## config.mk

```make
export PLATFORM = sky130hd
export DESIGN_NAME = ps2_key_decoder
export DESIGN_NICKNAME = d
export VERILOG_FILES = /design/src/rtl/ps2_key_decoder.sv
export SDC_FILE = /design/constraint.sdc
export NUM_CORES = 1
export LEC_CHECK = 0
export BUFFER_PORTS_ARGS = -buffer_cell sky130_fd_sc_hd__buf_2
export CAP_MARGIN = 25
export CORE_MARGIN = 2
export CORE_UTILIZATION = 50
export DETAILED_ROUTE_END_ITERATION = 16
export PLACE_DENSITY_LB_ADDON = 0.1
export SLEW_MARGIN = 20
export SYNTH_ARGS = -nofsm -noshare
export SYNTH_HDL_FRONTEND = slang
export SYNTH_SLANG_ARGS = --single-unit
```

## constraint.sdc

```tcl
create_clock -name clk -period 1.8 [get_ports clk]
set_input_delay 0.18 -clock clk [delete_from_list [all_inputs] [get_ports clk]]
set_output_delay 0.18 -clock clk [all_outputs]
set_load 0.02 [all_outputs]
```

## src/rtl/ps2_key_decoder.sv

```systemverilog
// PS/2 keyboard receiver with scancode-set-2 decoding to menu key codes.
// Glitch-filtered clock, odd-parity frame check, break/extended prefix handling.
module ps2_key_decoder #(
    parameter int FILTER_LEN     = 8,
    parameter int TIMEOUT_CYCLES = 65000
) (
    input  logic       clk,
    input  logic       rst,
    input  logic       ps2_clk,
    input  logic       ps2_data,
    output logic [3:0] key,
    output logic       key_valid,
    output logic       frame_err
);

    localparam int FW = $clog2(FILTER_LEN + 1);
    localparam int TW = $clog2(TIMEOUT_CYCLES + 1);
    localparam logic [FW-1:0] FLT_MAX = FW'(FILTER_LEN - 1);
    localparam logic [TW-1:0] TMO_MAX = TW'(TIMEOUT_CYCLES - 1);

    localparam logic [3:0] KEY_NONE = 4'h0;

    typedef enum logic [1:0] {
        IDLE,
        DATA,
        PARITY,
        STOP
    } state_t;

    logic          clk_s1, clk_s2;
    logic          dat_s1, dat_s2;
    logic          filt, filt_d;
    logic [FW-1:0] flt_cnt;
    logic          fall, any_edge;

    state_t        state;
    logic [3:0]    bit_cnt;
    logic [7:0]    shreg;
    logic          par;
    logic [TW-1:0] tmo;
    logic          byte_ok;
    logic [7:0]    rx_byte;

    logic          brk, ext;
    logic [3:0]    code;

    // Two-flop synchronisers for both asynchronous pins
    always_ff @(posedge clk) begin
        if (rst) begin
            clk_s1 <= 1'b1;
            clk_s2 <= 1'b1;
            dat_s1 <= 1'b1;
            dat_s2 <= 1'b1;
        end else begin
            clk_s1 <= ps2_clk;
            clk_s2 <= clk_s1;
            dat_s1 <= ps2_data;
            dat_s2 <= dat_s1;
        end
    end

    // Glitch filter: level follows the pin only after a full run of equal samples
    always_ff @(posedge clk) begin
        if (rst) begin
            filt    <= 1'b1;
            filt_d  <= 1'b1;
            flt_cnt <= '0;
        end else begin
            filt_d <= filt;
            if (clk_s2 == filt) begin
                flt_cnt <= '0;
            end else if (flt_cnt == FLT_MAX) begin
                filt    <= clk_s2;
                flt_cnt <= '0;
            end else begin
                flt_cnt <= flt_cnt + 1'b1;
            end
        end
    end

    assign fall     = filt_d & ~filt;
    assign any_edge = filt_d ^ filt;

    // Frame receiver with parity/stop check and inactivity timeout
    always_ff @(posedge clk) begin
        if (rst) begin
            state     <= IDLE;
            bit_cnt   <= '0;
            shreg     <= '0;
            par       <= 1'b0;
            tmo       <= '0;
            byte_ok   <= 1'b0;
            rx_byte   <= '0;
            frame_err <= 1'b0;
        end else begin
            byte_ok   <= 1'b0;
            frame_err <= 1'b0;
            if (fall) begin
                unique case (state)
                    IDLE: begin
                        if (!dat_s2) begin
                            state   <= DATA;
                            bit_cnt <= 4'd1;
                        end
                    end
                    DATA: begin
                        shreg   <= {dat_s2, shreg[7:1]};
                        bit_cnt <= bit_cnt + 1'b1;
                        if (bit_cnt == 4'd8) state <= PARITY;
                    end
                    PARITY: begin
                        par     <= dat_s2;
                        bit_cnt <= bit_cnt + 1'b1;
                        state   <= STOP;
                    end
                    STOP: begin
                        state   <= IDLE;
                        bit_cnt <= '0;
                        if (dat_s2 && (^{shreg, par})) begin
                            byte_ok <= 1'b1;
                            rx_byte <= shreg;
                        end else begin
                            frame_err <= 1'b1;
                        end
                    end
                endcase
            end
            if (any_edge) begin
                tmo <= '0;
            end else if (state != IDLE) begin
                if (tmo == TMO_MAX) begin
                    state     <= IDLE;
                    bit_cnt   <= '0;
                    tmo       <= '0;
                    frame_err <= 1'b1;
                end else begin
                    tmo <= tmo + 1'b1;
                end
            end else begin
                tmo <= '0;
            end
        end
    end

    // Scancode lookup; extended codes never map to a menu key
    always_comb begin
        code = KEY_NONE;
        if (!ext) begin
            case (rx_byte)
                8'h16:   code = 4'h1;
                8'h1E:   code = 4'h2;
                8'h26:   code = 4'h3;
                8'h25:   code = 4'h4;
                8'h76:   code = 4'hF;
                default: code = KEY_NONE;
            endcase
        end
    end

    // Prefix tracking and held-key update
    always_ff @(posedge clk) begin
        if (rst) begin
            key       <= KEY_NONE;
            key_valid <= 1'b0;
            brk       <= 1'b0;
            ext       <= 1'b0;
        end else begin
            key_valid <= 1'b0;
            if (byte_ok) begin
                if (rx_byte == 8'hF0) begin
                    brk <= 1'b1;
                end else if (rx_byte == 8'hE0) begin
                    ext <= 1'b1;
                end else begin
                    brk <= 1'b0;
                    ext <= 1'b0;
                    if (code != KEY_NONE) begin
                        if (brk) begin
                            if (code == key) key <= KEY_NONE;
                        end else if (code != key) begin
                            key       <= code;
                            key_valid <= 1'b1;
                        end
                    end
                end
            end
        end
    end

endmodule

```

# Word level (Yosys, flattened, before mapping)
# Cells that the tools add are included.
[word_totals] in_bits=4 out_inout_bits=6 wordCells=98 ff_bits=58
[classes] n_bitwise=11 addsub=3 n_mux=29 reduce_logical=18 eq_ne=18
[op_table] operator="4-bit 2-to-1 mux" count=9
[op_table] operator="4-bit one-hot mux with 5 select lines" count=1
[op_table] operator="16-bit by 1-bit adder with 16-bit output, second input constant" count=1
[op_table] operator="16-bit == test, second input constant" count=1
[op_table] operator="8-bit by 5-bit == test with 1-bit output, second input constant" count=2
[op_table] operator="8-bit by 6-bit == test with 1-bit output, second input constant" count=2
[op_table] operator="8-bit == test, second input constant" count=2
[op_table] operator="2-bit 2-to-1 mux" count=6
[op_table] operator="4-bit one-hot mux with 3 select lines" count=1
[op_table] operator="1-bit 2-to-1 mux" count=11
[op_table] operator="2-bit AND reduction" count=5
[op_table] operator="1-bit inverter" count=9
[op_table] operator="9-bit XOR reduction" count=1
[op_table] operator="4-bit by 1-bit adder with 4-bit output, second input constant" count=2
[op_table] operator="8-bit by 7-bit == test with 1-bit output, second input constant" count=1
[op_table] operator="2-bit one-hot mux with 4 select lines" count=1
[op_table] operator="6-bit AND reduction" count=1
[op_table] operator="3-bit OR reduction" count=2
[op_table] operator="6-bit OR reduction" count=1
[op_table] operator="2-bit == test, second input constant" count=2
[op_table] operator="4-bit by 3-bit == test with 1-bit output, second input constant" count=1
[op_table] operator="4-bit == test" count=1
[op_table] operator="4-bit == test, second input constant" count=1
[op_table] operator="4-bit inequality test" count=1
[op_table] operator="13 further kinds" count=14

# Logic depth before layout (Yosys ltp)
# Gate-level depths: netlist (run 1).
[depth] word_depth=8 depth_mapped=7 ltp_nobuf=7

# Worst setup path after synthesis (run 1)
# OpenSTA, ideal clock, no wires.
[synth_timing] path_kind="register to register" startpoint="register rx_byte[4]" endpoint="register key[2]" arrival_ps=1667 t_required_ps=1731 synth_period_minus_slack_ps=1735 path_stages_with_launch=8 setup_time_ps=69 setup_slack_ps=65 cell_sequence="dfxtp_1 > buf_4 > nor4b_2 > o211ai_1 > xor2_1 > o211ai_4 > or4b_1 > o21ai_1"
[synth_between] elab_chain_len=6 word_cells_on_any_way=19 cone_classes="eq/ne: 10; mux: 4; bitwise: 2; reduce/logical: 3"
[synth_rtl] item="from (decl)" line_no="42" text="logic [7:0] rx_byte;"
[synth_rtl] item="from (signal assigned)" line_no="121" text="rx_byte <= shreg;"
[synth_rtl] item="8-bit by 7-bit == test with 1-bit output (tied with other cells)" line_no="149" text="case (rx_byte)"
[synth_rtl] item="4-bit one-hot mux with 5 select lines" line_no="149"
[synth_rtl] item="4-bit 2-to-1 mux" line_no="148" text="if (!ext) begin"
[synth_rtl] item="4-bit == test or 4-bit inequality test (tied branches)" line_no="179, 180"
[synth_rtl] item="2-bit by 1-bit inequality test with 1-bit output (no line) or 2-bit nonzero test (tied branches)"
[synth_rtl] item="6-bit AND reduction (no line)"
[synth_rtl] item="to (signal assigned)" line_no="181" text="key <= code;"
[synth_rtl] item="to (decl)" line_no="11" text="output logic [3:0] key,"
# Several ways; a longest one is shown, not always the timed one. The select of a mux whose other input is x is not followed.
# A chain may end at the register's enable or synchronous reset.

# Final worst setup path (run 1)
# Same ends and word-level chain as after synthesis.

==> impl_summary.txt, run 1 <==
----------------------------------------------------
[Worst setup path]
  Required time reported for the critical path endpoint ... 2070 ps
  Worst path arrival time ... 2120 ps
  Kind of capture point of the worst setup path ... flop
  CP startpoint kind ... flop
  Type of the setup path with the least slack ... reg2reg
  Reg2Reg Setup Slack ... -40 ps
  Worst-path fanout max ... 5

[Logic synthesis]
  Syn Std Cell Area ... 0.00283 mm²
  Dominant synthesized flop cell ... dfxtp_1
  Distinct cells, synth ... 51
  Cell type contributing the most total cell area after synthesis ... dfxtp_1
  Syn. warnings ... 0
  Main area contributors after synthesis ... dfxtp_1, nor2_1, xnor2_1, xor2_1, ha_1
  Post-synth net total ... 330
  Average cell area after synthesis ... 8.92 µm²
  Number of register bits inferred by synthesis ... 58
  Number of enable-type register cells in the synthesized netlist ... 0
  Ys async rst share ... 0
  Synthesized instance count ... 317
  Synth top area share ... 0.411
  Proportion of synthesized chip area in sequential cells ... 0.411

[Final layout]
  Number of nets at the end of the flow ... 367
  Share of the core filled with cells ... 0.619
  Share of final-layout standard cells stronger than drive strength 1 ... 0.232
  Synth-to-Final Area Change ... 19.8%
  Antenna cells ... 0

[Detailed routing]
  Detailed-route wire length ... 5.51 mm
  Detailed-routing iteration count for the pre-antenna-repair pass ... 4
  Count of antenna-violating nets left after detailed routing ... 0
  Residual DRC ... 0
  Detailed Route Iter0 Violations ... 63
  Drt wl/cell ... 12.8 µm
  Via-per-instance ratio ... 5.13
  Vias post-DR ... 2200

[Placement]
  Routability congestion estimate from global placement ... 0.907
  HPWL Detailed ... 3.77 mm
  Count of port buffers added during placement ... 9

[Global routing]
  Total global routing track utilization ... 0.196
  First-pass GRT wire length ... 9.52 mm
  Total global routing overflow ... 0
  Maximum number of pins on one net before global-route repair ... 23
  Number of global-route vias before repair ... 2114
  Number of antenna violations at the first check in global routing ... 0

[Clock tree]
  Number of buffers on the longest clock path ... 2
  Total CTS buffers ... 9
  H-tree depth ... 3
  Cell chosen for the clock root ... clkbuf_8
  Number of buffers added to fix hold violations after cts ... 0
  CTS sink cnt ... 58
  Clock Pin Slew Worst Setup and Hold Paths ... 60 ps
  Clock tree from TritonCTS ... done
  Later-pin clock latency in the skew report ... 340 ps

[STA]
  Share of the clock period used by the worst path ... 1.02
  Final critical path time including I/O delays and setup ... 1840 ps
  Maximum clock frequency ... 0.543 GHz
  Worst setup margin ... -42.7 ps
  Worst Clk Skew ... 3.87 ps
  Final max-slew violation count ... 0
  Final setup violation count ... 4
  Unrepaired setup endpoints after global routing ... yes
  Transition time at the pin with the least slew margin ... 385 ps
  Final hold violation count ... 0
  Worst Hold Margin ... 21.7 ps
  Max_slew headroom ... 0.743

[Floorplan]
  Die outline area ... 0.00627 mm²
  Number of placement rows ... 27
  Initial Utilization ... 0.516
  # IOs ... 10
  Horizontal die dimension ... 79.2 µm
  Die span in y ... 79.2 µm
  Placeable core area ... 0.00547 mm²

[Worst hold path]
  Class of the tightest hold or removal check ... in2reg

[Power]
  Cell Pwr Density ... 758 mW/mm²
  Worst vdd rail ir drop ... 592 µV
  Static leakage ... 1.35 nW

[Flow run]
  Max cap viols ... 0

[Outcome]
  Result of the run ... complete, but fails checks
  Failing checks ... setup timing

----------------------------------------------------
state kept, by name (all words and copies together), names as in the netlist:
register   cells
key            4
shreg          8
frame_err      1
brk            1
dat_s2         1
flt_cnt        4
bit_cnt        4
ext            1
filt_d         1
par            1
clk_s1         1
tmo           16
filt           1
clk_s2         1
byte_ok        1
dat_s1         1
rx_byte        8
state          2
key_valid      1
worst paths after layout:
check / startpoint / to / cells past startpoint
max: rx_byte[4]$_SDFFE_PP0P_ / key[2]$_SDFFE_PP0P_ / 7
min: ps2_data / dat_s1$_SDFF_PP1_ / 2
max reg2reg: rx_byte[4]$_SDFFE_PP0P_ / key[2]$_SDFFE_PP0P_ / 7
min reg2reg: dat_s1$_SDFF_PP1_ / dat_s2$_SDFF_PP1_ / 1
synthesized netlist by cell type, types with 2 or more instances:
master	count
o21ai_1	3
a22o_1	2
nand2b_1	6
and3_1	10
nand3_1	17
o21ai_0	7
a211oi_1	2
nor3b_4	2
a31oi_1	3
nand4_1	6
xor2_1	13
nand3b_1	3
ha_1	9
mux2i_1	10
nor3_1	4
a21oi_1	21
nor3b_1	4
nor2_1	39
xnor2_1	13
or2_2	6
dfxtp_1	58
nand2_1	27
nor2b_1	5
nand4b_1	2
clkbuf_1	7
a211o_1	2
inv_1	9
and2_1	2
buf_4	3
stage by stage:
stage	setup TNS [ps]	area, µm²	worst slack [ps]	power (mW)	cells
after floorplan	0	2830	64.6	1.37	317
after global placement	-3.02	3090	-3.02	1.39	412
after detailed placement	-158	3090	-58.6	1.39	412
after CTS	-63.6	3340	-28.7	2.60	427
after global routing	-1350	3390	-170	2.67	429
final	-107	3390	-42.7	2.57	429
cell type report:
type,instances,area (µm²)
fill,491,2090
multi-input combinational,236,1620
sequential,58,1170
timing repair buffer,40,283
clock buffer,12,155
tap,72,90.1
clock inverter,2,37.5
inverter,9,33.8
layer usage:
layer	up-vias	GRT usage	wire (µm)
li1	1163	-	-
met1	1015	0.238	2670
met2	16	0.320	2600
met3	6	0.0716	160
met4	0	0.0655	77
met5	-	0	0
kinds of logic after synthesis:
| family | after synthesis | synth area share |
|---|---|---|
| AOI/OAI and AO/OA | 47 | 0.111 |
| adders and majority gates | 9 | 0.0398 |
| and+or+nand+nor | 143 | 0.274 |
| DFF | 58 | 0.411 |
| buffers and inverters | 23 | 0.0398 |
| xor gates and xnor gates | 27 | 0.0885 |
| muxes | 10 | 0.0354 |
report_power, final:
group | total, mW | switching, mW | internal (mW)
Combinational | 0.0767 | 0.0410 | 0.0357
Clock | 1.20 | 0.497 | 0.700
Sequential | 1.30 | 0.00485 | 1.29
Total | 2.57 | 0.543 | 2.03
worst max-delay path, stage by stage, from the launching register on:
cell	delay (ps)
dfxtp_2	320
buf_6	120
and4b_1	170
o211ai_1	300
xor2_1	180
o211ai_4	150
or4b_1	450
o21ai_1	80
cell usage in the layout (no fill, tap or decap), types with 11 or more instances in the layout:
cell and n:
a21oi_1 21, buf_4 28, clkbuf_8 11, dfxtp_1 50, nand2_1 27, nand3_1 17
nor2_1 39, xor2_1 13
repair_timing:
action | 4_1_cts | 5_1_grt
endpoints found under the setup margin | 5 | 14
gates cloned | 0 | 1
resized for setup | 11 | 10
buffers inserted | 1 | 1
pin swaps | 5 | 2
No activity file was read; power rests on OpenSTA's default activity.
==> run 2, diff against run 1 <==
CELL_PAD_IN_SITES_DETAIL_PLACEMENT = 1   (was default)
CELL_PAD_IN_SITES_GLOBAL_PLACEMENT = 2   (was default)
CORE_UTILIZATION = 35   (was 50)
==> run 2 against run 1 <==
The run still ends with setup timing left. Core utilization down 17 points. Worst setup slack improved by 11 ps. Final cell count is 9.3% higher. Non-clock buffer count rose by 8. Critical path type unchanged. Largest cell class unchanged. Highest routed layer unchanged.
==> impl_summary.txt, run 2 (same netlist as run 1, synthesis figures left out) <==
----------------------------------------------------
[Final layout]
  Synth-to-Final Area Change ... 23.3%
  Largest reg by FF count ... tmo
  Commonest non-fill, non-tap cell in the layout ... dfxtp_1
  Final-layout fill cell count ... 945
  Number of flip-flops in the largest register ... 16
  Commonest cells after routing, fill and taps aside ... dfxtp_1, nor2_1, buf_4
  Antenna cells ... 0
  Number of nets at the end of the flow ... 375
  Share of final-layout standard cells stronger than drive strength 1 ... 0.270
  Largest registers in the final layout ... tmo: 16 flops, rx_byte: 8 flops, shreg: 8 flops

[STA]
  Maximum clock frequency ... 0.546 GHz
  Final critical path time including I/O delays and setup ... 1830 ps
  Final max-slew violation count ... 0
  Unrepaired setup endpoints after global routing ... yes
  Worst Clk Skew ... 7.38 ps
  Worst setup margin ... -31.3 ps
  Final hold violation count ... 0
  Transition time at the pin with the least slew margin ... 415 ps
  Share of the clock period used by the worst path ... 1.02
  Final setup violation count ... 5
  Max_slew headroom ... 0.723

[Global routing]
  Global-route track usage on met3 ... 0.0506
  Total global routing track utilization ... 0.162
  Maximum number of pins on one net before global-route repair ... 20
  Number of antenna violations at the first check in global routing ... 0
  GRT Max-Usage Layer ... met2
  Number of global-route vias before repair ... 2354
  First-pass GRT wire length ... 11.1 mm
  Global-route met2 utilization ... 0.270
  Total global routing overflow ... 0
  Global routing usage on met1 ... 0.200

[Detailed routing]
  Residual DRC ... 0
  Detailed Route Iter0 Violations ... 46
  Via-per-instance ratio ... 4.95
  Vias post-DR ... 2323
  Detailed-route wire length ... 6.45 mm
  Count of antenna-violating nets left after detailed routing ... 0
  Drt wl/cell ... 13.7 µm
  Detailed-routing iteration count for the pre-antenna-repair pass ... 4

[Floorplan]
  Die outline area ... 0.00881 mm²
  Die span in y ... 93.9 µm
  # IOs ... 10
  Number of placement rows ... 32
  Initial Utilization ... 0.364
  Placeable core area ... 0.00777 mm²
  Horizontal die dimension ... 93.9 µm

[Clock tree]
  CTS sink cnt ... 58
  Clock tree from TritonCTS ... done
  Cell chosen for the clock root ... clkbuf_8
  Later-pin clock latency in the skew report ... 350 ps
  Clock Pin Slew Worst Setup and Hold Paths ... 70 ps
  Total CTS buffers ... 9
  Number of buffers on the longest clock path ... 2
  H-tree depth ... 3

[Worst setup path]
  Critical Path Max Stage Delay ... 440 ps
  Worst-path fanout max ... 5
  Required time reported for the critical path endpoint ... 2040 ps
  Ordered list of cells on the worst path ... xnor2_2 -> xnor3_1 -> xnor2_2 -> nand4_1 -> buf_6 -> mux2i_2 -> nor2_1
  Type of the setup path with the least slack ... reg2reg
  Crit-path leading delay family ... XOR/XNOR gates
  CP most frequent cell ... xnor2_2
  CP startpoint kind ... flop
  Critical-path cell with the highest stage delay ... xnor3_1
  CP Buf/Inv Count ... 1
  Kind of capture point of the worst setup path ... flop
  Worst path arrival time ... 2070 ps

[Flow run]
  Max cap viols ... 0

[Power]
  Static leakage ... 1.36 nW
  Worst vdd rail ir drop ... 316 µV
  Power Internal ... 1.85 mW
  Pwr Total ... 2.47 mW
  Clock share of power ... 0.448
  Switching power share of the total ... 0.249
  Sequential share of power ... 0.523
  Net switching component of the power ... 0.615 mW
  Cell Pwr Density ... 708 mW/mm²
  Comb power frac ... 0.029

[Placement]
  Routability congestion estimate from global placement ... 0.721
  Count of port buffers added during placement ... 9
  HPWL Detailed ... 4.66 mm
  Pre-CTS setup slack ... -58.1 ps

[Outcome]
  Result of the run ... complete, but fails checks
  Failing checks ... setup timing

[Worst hold path]
  Class of the tightest hold or removal check ... in2reg

----------------------------------------------------
## run 2: changes by cell type in the layout (fill, tap and decap cells not counted), moves of 2 or more
cell	previous run	this run
buf_4	28	35
clkinv_2	0	2
clkinvlp_4	1	3
dfxtp_2	8	6
dfxtp_4	0	3
mux2i_1	10	7
mux2i_2	0	3
## run 2: area by class of cell
class	instances	area, µm²	area share
Multi-Input combinational cell	236	1620	0.465
Sequential cell	58	1180	0.339
Timing Repair Buffer	48	345	0.0991
Clock buffer	10	138	0.0395
Tap cell	102	128	0.0366
Clock inverter	6	41.3	0.0118
Inverter	9	33.8	0.00969
## run 2: path summary, 6_finish.rpt
check	startpoint	depth (start not counted)	slack, ps	to
min reg2reg	clk_s1$_SDFF_PP1_	1	420	clk_s2$_SDFF_PP1_
max reg2reg	shreg[2]$_SDFFE_PP0P_	7	-30	rx_byte[3]$_SDFFE_PP0P_
max	shreg[2]$_SDFFE_PP0P_	7	-30	rx_byte[3]$_SDFFE_PP0P_
min	ps2_data	2	20	dat_s1$_SDFF_PP1_
## run 2: what timing repair did
item / CTS / global route
cloned: 0 / 1
gates resized for setup: 12 / 16
setup endpoints to repair: 7 / 15
hold endpoints to repair: 1 / 0
hold buffers: 1 / 0
pin swaps: 5 / 9
setup buffers: 3 / 4
## run 2: power by group through the flow
stage | registers, mW | logic, mW | clock network, mW
finish | 1.29 | 0.0726 | 1.10
detailed placement | 1.32 | 0.0701 | 0
global placement | 1.32 | 0.0698 | 0
CTS | 1.29 | 0.0719 | 1.15
floorplan | 1.32 | 0.0470 | 0
global route | 1.29 | 0.0801 | 1.20
## run 2: per-stage QoR
stage,area (µm²),std cells,hold WS (ps),TNS [ps],utilization
final,3480,469,16.1,-75.7,0.449
after detailed placement,3160,446,367,-184,0.407
after CTS,3410,466,0.844,-2.74,0.439
after floorplan,2830,317,284,0,-
after global placement,3160,446,365,-122,0.407
after global routing,3480,469,2.69,-1190,0.449
## run 2: per-layer routing
metal | vias up | part of all wire
li1 | 1181 | -
met1 | 1117 | 0.47
met2 | 16 | 0.49
met3 | 9 | 0.024
met4 | 0 | 0.012
met5 | - | 0
